**src/rtl/mmio_fifo_bridge.sv**
```systemverilog
// Host MMIO window onto NUM_CH TX/RX FIFO pairs; MMIO_FIFO_DROP_CNT_EN adds per-channel drop counters.
// Latency: TX push 1 edge; reads answer 1 cycle after accept (2 for a DATA pop); rvalid holds until rready.
// Backpressure: pushes to a full FIFO are dropped; new read requests wait while a response is pending.

// Generic first-word-fall-through FIFO with occupancy count.
// Latency: dout_o shows the head word the cycle after the push edge.
// Backpressure: push on full and pop on empty are ignored; simultaneous push/pop both apply.
module mmio_fifo_bridge_fifo #(
  parameter int W     = 32,
  parameter int DEPTH = 16,
  localparam int AW   = $clog2(DEPTH),
  localparam int CW   = AW + 1
) (
  input  logic          clk_i,
  input  logic          rst_i,
  input  logic          push_i,
  input  logic [W-1:0]  din_i,
  input  logic          pop_i,
  output logic [W-1:0]  dout_o,
  output logic          full_o,
  output logic          empty_o,
  output logic [CW-1:0] count_o
);
  logic [W-1:0]  mem_q [DEPTH];
  logic [AW-1:0] wr_ptr_q, rd_ptr_q;
  logic [CW-1:0] cnt_q;
  logic          push_ok, pop_ok;

  assign full_o  = (cnt_q == CW'(DEPTH));
  assign empty_o = (cnt_q == '0);
  assign count_o = cnt_q;
  assign dout_o  = mem_q[rd_ptr_q];
  assign push_ok = push_i & ~full_o;
  assign pop_ok  = pop_i & ~empty_o;

  always_ff @(posedge clk_i) begin
    if (rst_i) begin
      wr_ptr_q <= '0;
      rd_ptr_q <= '0;
      cnt_q    <= '0;
    end else begin
      if (push_ok) wr_ptr_q <= wr_ptr_q + 1'b1;
      if (pop_ok)  rd_ptr_q <= rd_ptr_q + 1'b1;
      case ({push_ok, pop_ok})
        2'b10:   cnt_q <= cnt_q + 1'b1;
        2'b01:   cnt_q <= cnt_q - 1'b1;
        default: cnt_q <= cnt_q;
      endcase
    end
  end

  always_ff @(posedge clk_i) begin
    if (push_ok) mem_q[wr_ptr_q] <= din_i;
  end
endmodule

module mmio_fifo_bridge #(
  parameter int          DATA_W    = 32,
  parameter int          DEPTH     = 16,
  parameter int          NUM_CH    = 4,
  parameter logic [31:0] BASE_ADDR = 32'h0000_0600
) (
  input  logic                     clk_main_a0,
  input  logic                     rst_main_sync,
  input  logic                     wready,
  input  logic [31:0]              wr_addr,
  input  logic [DATA_W-1:0]        wdata,
  input  logic                     arvalid_q,
  input  logic [31:0]              araddr_q,
  input  logic                     rready,
  output logic                     rvalid,
  output logic [DATA_W-1:0]        rdata,
  output logic [1:0]               rresp,
  input  logic [NUM_CH-1:0]        tx_rd,
  output logic [NUM_CH*DATA_W-1:0] tx_dout,
  output logic [NUM_CH-1:0]        tx_empty,
  input  logic [NUM_CH-1:0]        rx_wr,
  input  logic [NUM_CH*DATA_W-1:0] rx_din,
  output logic [NUM_CH-1:0]        rx_full
);
  localparam int          CNT_W   = $clog2(DEPTH) + 1;
  localparam int          CH_W    = (NUM_CH > 1) ? $clog2(NUM_CH) : 1;
  localparam logic [31:0] WIN_LEN = 32'(16 * NUM_CH);
  localparam logic [1:0]  REG_DATA = 2'd0, REG_STATUS = 2'd1, REG_DROPS = 2'd2;
  localparam logic [1:0]  RESP_OKAY = 2'b00, RESP_SLVERR = 2'b10;

  typedef enum logic [1:0] {IDLE, POP, RESP} state_e;

  function automatic logic [DATA_W-1:0] fit(input logic [31:0] v);
    logic [63:0] t;
    t = {32'b0, v};
    return t[DATA_W-1:0];
  endfunction

  state_e                state_q, state_d;
  logic [DATA_W-1:0]     rdata_q, rdata_d;
  logic [1:0]            rresp_q, rresp_d;
  logic [CH_W-1:0]       ch_q, ch_d;
  logic                  pop_en;

  logic [31:0]           wr_off, rd_off;
  logic                  wr_hit, rd_hit;
  logic [CH_W-1:0]       wr_ch, rd_ch;
  logic [1:0]            wr_sel, rd_sel;

  logic [NUM_CH-1:0]     tx_push, tx_full_w, rx_pop, rx_empty_w;
  logic [DATA_W-1:0]     rx_head [NUM_CH];
  logic [CNT_W-1:0]      tx_cnt  [NUM_CH];
  logic [CNT_W-1:0]      rx_cnt  [NUM_CH];

  // Windows must be word aligned; anything else falls through to SLVERR.
  assign wr_off = wr_addr - BASE_ADDR;
  assign rd_off = araddr_q - BASE_ADDR;
  assign wr_hit = (wr_addr >= BASE_ADDR) && (wr_off < WIN_LEN) && (wr_off[1:0] == 2'b00);
  assign rd_hit = (araddr_q >= BASE_ADDR) && (rd_off < WIN_LEN) && (rd_off[1:0] == 2'b00);
  assign wr_ch  = wr_off[4 +: CH_W];
  assign rd_ch  = rd_off[4 +: CH_W];
  assign wr_sel = wr_off[3:2];
  assign rd_sel = rd_off[3:2];

  for (genvar c = 0; c < NUM_CH; c++) begin : g_ch
    assign tx_push[c] = wready && wr_hit && (wr_sel == REG_DATA) && (wr_ch == CH_W'(c));
    assign rx_pop[c]  = pop_en && (ch_q == CH_W'(c));

    mmio_fifo_bridge_fifo #(.W(DATA_W), .DEPTH(DEPTH)) u_tx (
      .clk_i   (clk_main_a0),
      .rst_i   (rst_main_sync),
      .push_i  (tx_push[c]),
      .din_i   (wdata),
      .pop_i   (tx_rd[c]),
      .dout_o  (tx_dout[c*DATA_W +: DATA_W]),
      .full_o  (tx_full_w[c]),
      .empty_o (tx_empty[c]),
      .count_o (tx_cnt[c])
    );

    mmio_fifo_bridge_fifo #(.W(DATA_W), .DEPTH(DEPTH)) u_rx (
      .clk_i   (clk_main_a0),
      .rst_i   (rst_main_sync),
      .push_i  (rx_wr[c]),
      .din_i   (rx_din[c*DATA_W +: DATA_W]),
      .pop_i   (rx_pop[c]),
      .dout_o  (rx_head[c]),
      .full_o  (rx_full[c]),
      .empty_o (rx_empty_w[c]),
      .count_o (rx_cnt[c])
    );
  end

`ifdef MMIO_FIFO_DROP_CNT_EN
  logic [15:0]       drop_q [NUM_CH];
  logic [NUM_CH-1:0] drop_clr;

  for (genvar c = 0; c < NUM_CH; c++) begin : g_drop
    logic [1:0]  inc;
    logic [16:0] sum;
    assign inc = {1'b0, tx_push[c] & tx_full_w[c]} + {1'b0, rx_wr[c] & rx_full[c]};
    assign sum = {1'b0, drop_q[c]} + 17'(inc);

    // A drop on the clearing edge survives the clear.
    always_ff @(posedge clk_main_a0) begin
      if (rst_main_sync)    drop_q[c] <= '0;
      else if (drop_clr[c]) drop_q[c] <= 16'(inc);
      else                  drop_q[c] <= sum[16] ? 16'hFFFF : sum[15:0];
    end
  end
`endif

  always_ff @(posedge clk_main_a0) begin
    if (rst_main_sync) begin
      state_q <= IDLE;
      rdata_q <= '0;
      rresp_q <= '0;
      ch_q    <= '0;
    end else begin
      state_q <= state_d;
      rdata_q <= rdata_d;
      rresp_q <= rresp_d;
      ch_q    <= ch_d;
    end
  end

  always_comb begin
    state_d = state_q;
    case (state_q)
      IDLE: begin
        if (arvalid_q) begin
          if (rd_hit && (rd_sel == REG_DATA) && !rx_empty_w[rd_ch]) state_d = POP;
          else                                                      state_d = RESP;
        end
      end
      POP:     state_d = RESP;
      RESP:    if (rready) state_d = IDLE;
      default: state_d = IDLE;
    endcase
  end

  always_comb begin
    rvalid = 1'b0;
    pop_en = 1'b0;
    case (state_q)
      POP:     pop_en = 1'b1;
      RESP:    rvalid = 1'b1;
      default: ;
    endcase
  end

  always_comb begin
    rdata_d = rdata_q;
    rresp_d = rresp_q;
    ch_d    = ch_q;
`ifdef MMIO_FIFO_DROP_CNT_EN
    drop_clr = '0;
`endif
    if (state_q == IDLE && arvalid_q) begin
      ch_d    = rd_ch;
      rdata_d = fit(32'hAAAA_AAAA);
      rresp_d = RESP_SLVERR;
      if (rd_hit) begin
        case (rd_sel)
          REG_DATA: begin
            if (rx_empty_w[rd_ch]) begin
              rdata_d = fit(32'hDEAD_0000);
              rresp_d = RESP_OKAY;
            end
          end
          REG_STATUS: begin
            rdata_d = fit({8'h00, 8'(rx_cnt[rd_ch]), 8'(tx_cnt[rd_ch]), 4'h0,
                           rx_full[rd_ch], rx_empty_w[rd_ch], tx_full_w[rd_ch], tx_empty[rd_ch]});
            rresp_d = RESP_OKAY;
          end
`ifdef MMIO_FIFO_DROP_CNT_EN
          REG_DROPS: begin
            rdata_d         = fit(32'(drop_q[rd_ch]));
            rresp_d         = RESP_OKAY;
            drop_clr[rd_ch] = 1'b1;
          end
`endif
          default: ;
        endcase
      end
    end else if (state_q == POP) begin
      rdata_d = rx_head[ch_q];
      rresp_d = RESP_OKAY;
    end
  end

  assign rdata = rdata_q;
  assign rresp = rresp_q;
endmodule

```
**config.mk**
```make
export PLATFORM = sky130hd
export DESIGN_NAME = mmio_fifo_bridge
export DESIGN_NICKNAME = d
export VERILOG_FILES = /design/src/rtl/mmio_fifo_bridge.sv
export SDC_FILE = /design/constraint.sdc
export NUM_CORES = 2
export LEC_CHECK = 0
export BUFFER_PORTS_ARGS = -buffer_cell sky130_fd_sc_hd__buf_2
export CAP_MARGIN = 10
export CELL_PAD_IN_SITES_DETAIL_PLACEMENT = 0
export CELL_PAD_IN_SITES_GLOBAL_PLACEMENT = 1
export CORE_ASPECT_RATIO = 0.6
export CORE_MARGIN = 4
export CORE_UTILIZATION = 54
export DETAILED_ROUTE_END_ITERATION = 10
export HOLD_SLACK_MARGIN = 0.06
export MAX_ROUTING_LAYER = met4
export PLACE_DENSITY = 0.74
export SETUP_SLACK_MARGIN = 0.05
export SLEW_MARGIN = 20
export SYNTH_ARGS = -nofsm -noshare
export SYNTH_HDL_FRONTEND = slang
export SYNTH_HIERARCHICAL = 1
export SYNTH_SLANG_ARGS = --single-unit
```
**constraint.sdc**
```tcl
create_clock -name clk_main_a0 -period 17.6 [get_ports clk_main_a0]
set_input_delay 3.52 -clock clk_main_a0 [delete_from_list [all_inputs] [get_ports clk_main_a0]]
set_output_delay 3.52 -clock clk_main_a0 [all_outputs]
set_load 0.02 [all_outputs]
```
# --- After elaboration in Yosys (flattened, before gate mapping) ---
# Memory sizes are Yosys's and may differ from the RTL's. A register that Yosys moved wholly into a read port is not among the register bits.
# Cells that the tools add are included.
# Widths: inputs -> output; s select.
word_totals:
  regBits: 142
  ramBits: 4096
  input_bits: 237
  mem_count: 8
op_classes:
  n_addsub: 34
  magnitude_cmp: 7
  eq_ne: 35
  mux: 73
  bitwise: 34
  reduce_logical: 43
mem_list:
  columns: ["name", "depth", "width", "read_ports", "rd_clocked_by_memory_dff", "wr", "line", "text"]
  rows:
  - ["g_ch[0].u_rx.mem_q", 16, 32, 1, 1, 1, "24", "logic [W-1:0] mem_q [DEPTH];"]
  - ["g_ch[0].u_tx.mem_q", 16, 32, 1, 1, 1, "24", null]
  - ["g_ch[1].u_rx.mem_q", 16, 32, 1, 1, 1, "24", null]
  - ["g_ch[1].u_tx.mem_q", 16, 32, 1, 1, 1, "24", null]
  - ["g_ch[2].u_rx.mem_q", 16, 32, 1, 1, 1, "24", null]
  - ["g_ch[2].u_tx.mem_q", 16, 32, 1, 1, 1, "24", null]
  - ["+2 memories", null, null, null, null, null, null, null]
op_table:
  columns: ["operator", "count"]
  rows:
  - ["$mux 32", 5]
  - ["$pmux 5 s2", 8]
  - ["$add 4x1->4 const B", 16]
  - ["$bmux 32 s2", 1]
  - ["$ge 32x11->1 const B", 2]
  - ["$lt 32x7->1 const B", 2]
  - ["$mux 4", 16]
  - ["$pmux 32 s2", 1]
  - ["$sub 32x11->32 const B", 2]
  - ["$add 5x1->5 const B", 8]
  - ["$eq 5x5->1 const B", 8]
  - ["$logic_not 5->1", 8]
  - ["$sub 5x1->5 const B", 8]
  - ["$mux 31", 1]
  - ["$eq 2x2->1 const B", 13]
  - ["$eq 2x1->1 const B", 12]
  - ["$mux 1", 22]
  - ["$bmux 5 s2", 2]
  - ["$mux 5", 4]
  - ["$reduce_bool 2->1", 9]
  - ["$logic_and 1x1->1", 17]
  - ["$and 1x1->1", 16]
  - ["$not 1->1", 16]
  - ["$logic_not 2->1", 7]
  - ["10 further kinds", 22]

# --- Logic depth before layout (Yosys ltp) ---
depth:
  depth_word: 10
  mapped_depth: 18

# --- By module ---
# Netlist, hierarchy kept.
modules_own_cells:
  columns: ["mod", "n_inst", "cells_each", "area_each_um2", "seq_area_each_um2"]
  rows:
  - ["mmio_fifo_bridge_fifo (g_ch[0].u_tx ...)", 6, 909, 20120.5, 15715.1]
  - ["mmio_fifo_bridge_fifo (g_ch[0].u_rx)", 1, 915, 20171.8, 15715.1]
  - ["mmio_fifo_bridge_fifo (g_ch[3].u_tx)", 1, 826, 20106.8, 15715.1]
  - ["mmio_fifo_bridge", 1, 342, 3370.7, 740.7]

# --- Worst setup path before layout ---
# Ideal clock, no wire load.
synth_path:
  path_type: "input to register"
  start: "input wr_addr[9]"
  end: "memory g_ch[2].u_tx.mem_q[0][0], enable pin"
  arrival_ps: 8221
  t_required_ps: 17139
  slack_ps: 8918
  path_stages: 10
  n_path_buf: 0
  path_cell_list: "ha_1 or4b_1 a2111oi_0 nand4_1 a2111oi_4 nand3_1 nor3_1 o21a_4 nand2_1 nor3_1"
synth_between:
  elab_chain_len: 10
  elab_cells_between_ends: 11
  classes_between: "add/sub (1); order compare (2); mux (2); bitwise (1); reduce/logical (5)"
synth_rtl:
  columns: ["item", "line", "text"]
  rows:
  - ["from (decl)", "66", "input logic [31:0] wr_addr,"]
  - ["$sub 32x11->32", "112", "assign wr_off = wr_addr - BASE_ADDR;"]
  - ["$lt 32x7->1", "114", "assign wr_hit = (wr_addr >= BASE_ADDR) && (wr_off < WIN_LEN) && (wr_off[1:0] == 2'b00);"]
  - ["$logic_and 1x1->1 (*) (2 in series)", "114", null]
  - ["$logic_and 1x1->1 (*) (3 in series)", "122", "assign tx_push[c] = wready && wr_hit && (wr_sel == REG_DATA) && (wr_ch == CH_W'(c));"]
  - ["via tx_push[2]", "106", "logic [NUM_CH-1:0] tx_push, tx_full_w, rx_pop, rx_empty_w;"]
  - ["$and 1x1->1 (*)", "33", "assign push_ok = push_i & ~full_o;"]
  - ["$mux 1 (*)", "53", "if (push_ok) mem_q[wr_ptr_q] <= din_i;"]
  - ["$mux 1 (implied by the code) (*)", "53", null]
  - ["to (decl)", "24", null]
# The timed path passes the listed nets; every way through them passes the cells marked *.

==> summary.txt <==
Die
  – Die Wd: 720 microns
  – Die H: 435 microns
  – Die ar.: 0.314 sq mm
  – Core Area: 0.302 sq mm
  – I/O pin total: 408
  – Row cnt: 156
  – Starting Density: 0.544

Yosys
  – Syn Std Cell Area: 0.164 sq mm
  – Post-synth net total: 7839
  – Async set-reset flop share out of synthesis: 0
  – Synth cell count leaders: edfxtp_1 (4096), mux4_2 (1102), a22oi_1 (461), nand2_1 (292), nor2_1 (289)
  – Top_reg_cell synth: edfxtp_1
  – Synth cell types: 82
  – Yosys warns: 6
  – Most common cell in the netlist: edfxtp_1
  – Post-Syn Instances: 7537
  – Top cell type's share of synthesized area: 0.748
  – EDFF count, synth: 4096
  – Flops & latches, synth: 4269
  – Post-synthesis sequential area ratio: 0.769
  – Leading post-synthesis cells by cell area: edfxtp_1 (75%), mux4_2 (15%), dfxtp_1 (2.1%)
  – Biggest area consumer among synthesized cells: edfxtp_1
  – Syn_area_per_cell: 21.8 sq um

Drt
  – Initial DRC Count: 11271
  – DRC: 0
  – Vias per Instance: 6.49
  – Total routed wirelength: 407 mm
  – DR WL/cell: 32.6 microns
  – DR vias: 81031
  – ANT nets after route: 0
  – Detailed Routing Iterations Pass 1: 5

Setup path
  – CP startpoint kind: flop
  – WP buf/inv: 3
  – WP data arrival: 4.84 ns
  – Crit path max fanout: 49
  – RR Endpoint: rdata[26]
  – Worst path top cell family by delay: buffers and inverters
  – R2R setup slack: 12.80 ns
  – Most used cell, CP: buf_4
  – Critical path depth: 6
  – Cells along the critical path: buf_4, buf_4, mux4_2, a22oi_1, nand2_1, buf_2
  – Crit path capture: tx_dout[51]
  – Slowest CP cell: buf_4
  – Type of the worst setup path: reg -> out
  – CP max stage delay: 0.88 ns
  – Worst Setup End Kind: output pin
  – Worst EP required: 14.08 ns
  – R2R depth: 8

Clock network
  – Num CTS Buffers: 381
  – Max clock buf depth: 4
  – CTS Root Buffer Type: clkbuf_16
  – Clock-pin transition on the worst setup and hold timing paths: 0.07 ns
  – CTS sink cnt: 4269
  – CTS tree: built
  – H-tree depth: 5
  – Setup bufs post-CTS: 0
  – CTS resizes: 0
  – Later-pin clock latency in the skew report: 0.93 ns
  – # hold bufs at CTS: 0

Hold path
  – Worst hold path type: reg -> reg
  – Hold Path Stages: 2

Timing
  – Slew @ Worst Pin: 1.14 ns
  – Setup TNS: 0 ns
  – Slew Limit Fails: 0
  – Fin Clk Skew: 0.0495 ns
  – RSZ-0062 raised after global routing: no
  – Fin crit period: 8.36 ns
  – Final setup fails: 0
  – Max-slew headroom: 0.240
  – Fmax: 120 MHz
  – Final period util: 0.475
  – Final hold vios: 0

Global route
  – Vias in the first global route: 79302
  – Largest net degree at the start of global routing: 107
  – Overflow after GRT: 0
  – Global router's overall resource usage: 0.266
  – First-pass GRT wire length: 583 mm
  – Initial antenna violation count: 93

Final layout
  – Final core occ: 0.612
  – Final Non-Filler Cells: 12480
  – Filler Cells Inserted: 20593
  – Share of cells above drive strength 1: 0.296
  – Final nets: 8394
  – Area growth syn-to-layout: 12.4%

Placement
  – Gpl congestion: 0.872
  – IO buf count: 406
  – Placed insts: 11715
  – Detailed Place HPWL: 237 mm

Run
  – # Max-Cap Violations: 0

Power
  – Cell Int Power: 0.0160 W
  – LEAKAGE: 57.3 nW
  – Switching Fraction: 0.207
  – PwrDens: 109 mW/mm^2
  – Flop pwr share: 0.559
  – Power share of the clock group: 0.405
  – Max IR drop VDD: 0.0000841 V
  – Sw Pwr: 0.00418 W
  – Comb power frac: 0.037

Run status
  – Result of the run: completed
[per-layer routing]
metal | vias up | wire, microns | track usage
met5 | - | 0 | -
met4 | 0 | 11500 | 0.0666
met3 | 608 | 47900 | 0.0675
met2 | 4219 | 177000 | 0.362
met1 | 43307 | 170000 | 0.407
li1 | 32897 | - | -
[flip-flops by register name, summed over array words and instances (netlist names), named ones only]
register	count
ch_q	2
g_ch.u_rx/count_o	20
g_ch.u_rx/mem_q	2048
g_ch.u_rx/rd_ptr_q	16
g_ch.u_rx/wr_ptr_q	16
g_ch.u_tx/count_o	20
g_ch.u_tx/mem_q	2048
g_ch.u_tx/rd_ptr_q	16
g_ch.u_tx/wr_ptr_q	16
rdata	32
rresp	1
state_q	2
[worst min path at each step]
stage                                   startpoint  slack (ns)   endpoint
after floorplan           g_ch[0].u_tx/rd_ptr_q[3]        0.47       flop
after global placement                   rdata[26]        0.47  rdata[26]
after detailed placement                  rresp[1]        0.47   rresp[1]
after CTS                                 rresp[1]        0.47   rresp[1]
after global routing                      rresp[1]        0.50   rresp[1]
final                                     rresp[1]        0.48   rresp[1]
[final cells by class]
| type | instances | area (sq um) | share of cell area |
|---|---|---|---|
| Sequential cell | 4269 | 127000 | 0.685 |
| Multi-Input combinational cell | 2780 | 36800 | 0.199 |
| Clock buffer | 470 | 10100 | 0.0545 |
| Tap cell | 4029 | 5040 | 0.0273 |
| Timing Repair Buffer | 605 | 4100 | 0.0222 |
| Clock inverter | 204 | 1890 | 0.0102 |
| Inverter | 55 | 206 | 0.00112 |
| Antenna cell | 68 | 170 | 0.000921 |
[worst reg2reg max path, stage by stage, from the launching register on]
cell     delay, ns
dfxtp_4       0.97
buf_4         0.76
buf_6         0.70
mux4_2        0.67
a22oi_1       0.24
nand2_1       0.49
mux4_2        0.61
o21ai_0       0.17
o21ai_0       0.09
[per-stage QoR]
step | hold WS, ns | area [sq um] | total power, W | setup slack, ns
after CTS | 0.475 | 184000 | 0.0203 | 8.84
after floorplan | 0.472 | 164000 | 0.0118 | 8.92
after detailed placement | 0.466 | 172000 | 0.0122 | 8.78
after global routing | 0.498 | 185000 | 0.0208 | 8.72
after global placement | 0.467 | 172000 | 0.0122 | 8.79
final | 0.477 | 185000 | 0.0201 | 9.24
[cell families after synthesis]
group / share of synthesized area
flops: 0.769
mux: 0.153
simple gates: 0.0242
compound gates: 0.0317
buf+inv: 0.0130
xor+xnor: 0.00368
fa+ha+maj: 0.00495
other cells: 0.0000228
[power by group through the flow]
stage	logic (W)	clock network, W	registers (W)
2_1_floorplan	0.000350	0	0.0115
3_3_place_gp	0.000703	0	0.0115
3_5_place_dp	0.000725	0	0.0115
4_1_cts	0.000726	0.00829	0.0113
5_1_grt	0.000778	0.00874	0.0113
6_report	0.000736	0.00814	0.0113
[cell usage in the layout, fill, tap and decap left out, types with 24 or more instances in the layout]
| master | netlist | final |
|---|---|---|
| buf_12 | 0 | 28 |
| edfxtp_1 | 4096 | 4096 |
| buf_2 | 116 | 402 |
| dfxtp_1 | 173 | 153 |
| nor2_1 | 289 | 186 |
| nand2_1 | 292 | 292 |
| nor3_2 | 1 | 33 |
| mux2i_1 | 24 | 24 |
| o21ai_0 | 27 | 27 |
| a22oi_1 | 461 | 461 |
| inv_1 | 54 | 54 |
| clkbuf_1 | 259 | 76 |
| ha_1 | 65 | 65 |
| clkinv_1 | 1 | 79 |
| xor2_1 | 58 | 58 |
| clkinv_2 | 0 | 58 |
| nor3_1 | 65 | 33 |
| a21oi_1 | 39 | 39 |
| nand2b_1 | 28 | 28 |
| bufinv_16 | 0 | 31 |
| nor2_4 | 0 | 103 |
| clkbuf_16 | 0 | 387 |
| mux4_2 | 1102 | 1102 |
| diode_2 | 0 | 68 |
| buf_4 | 11 | 162 |
No activity file was read; power rests on OpenSTA's default activity.
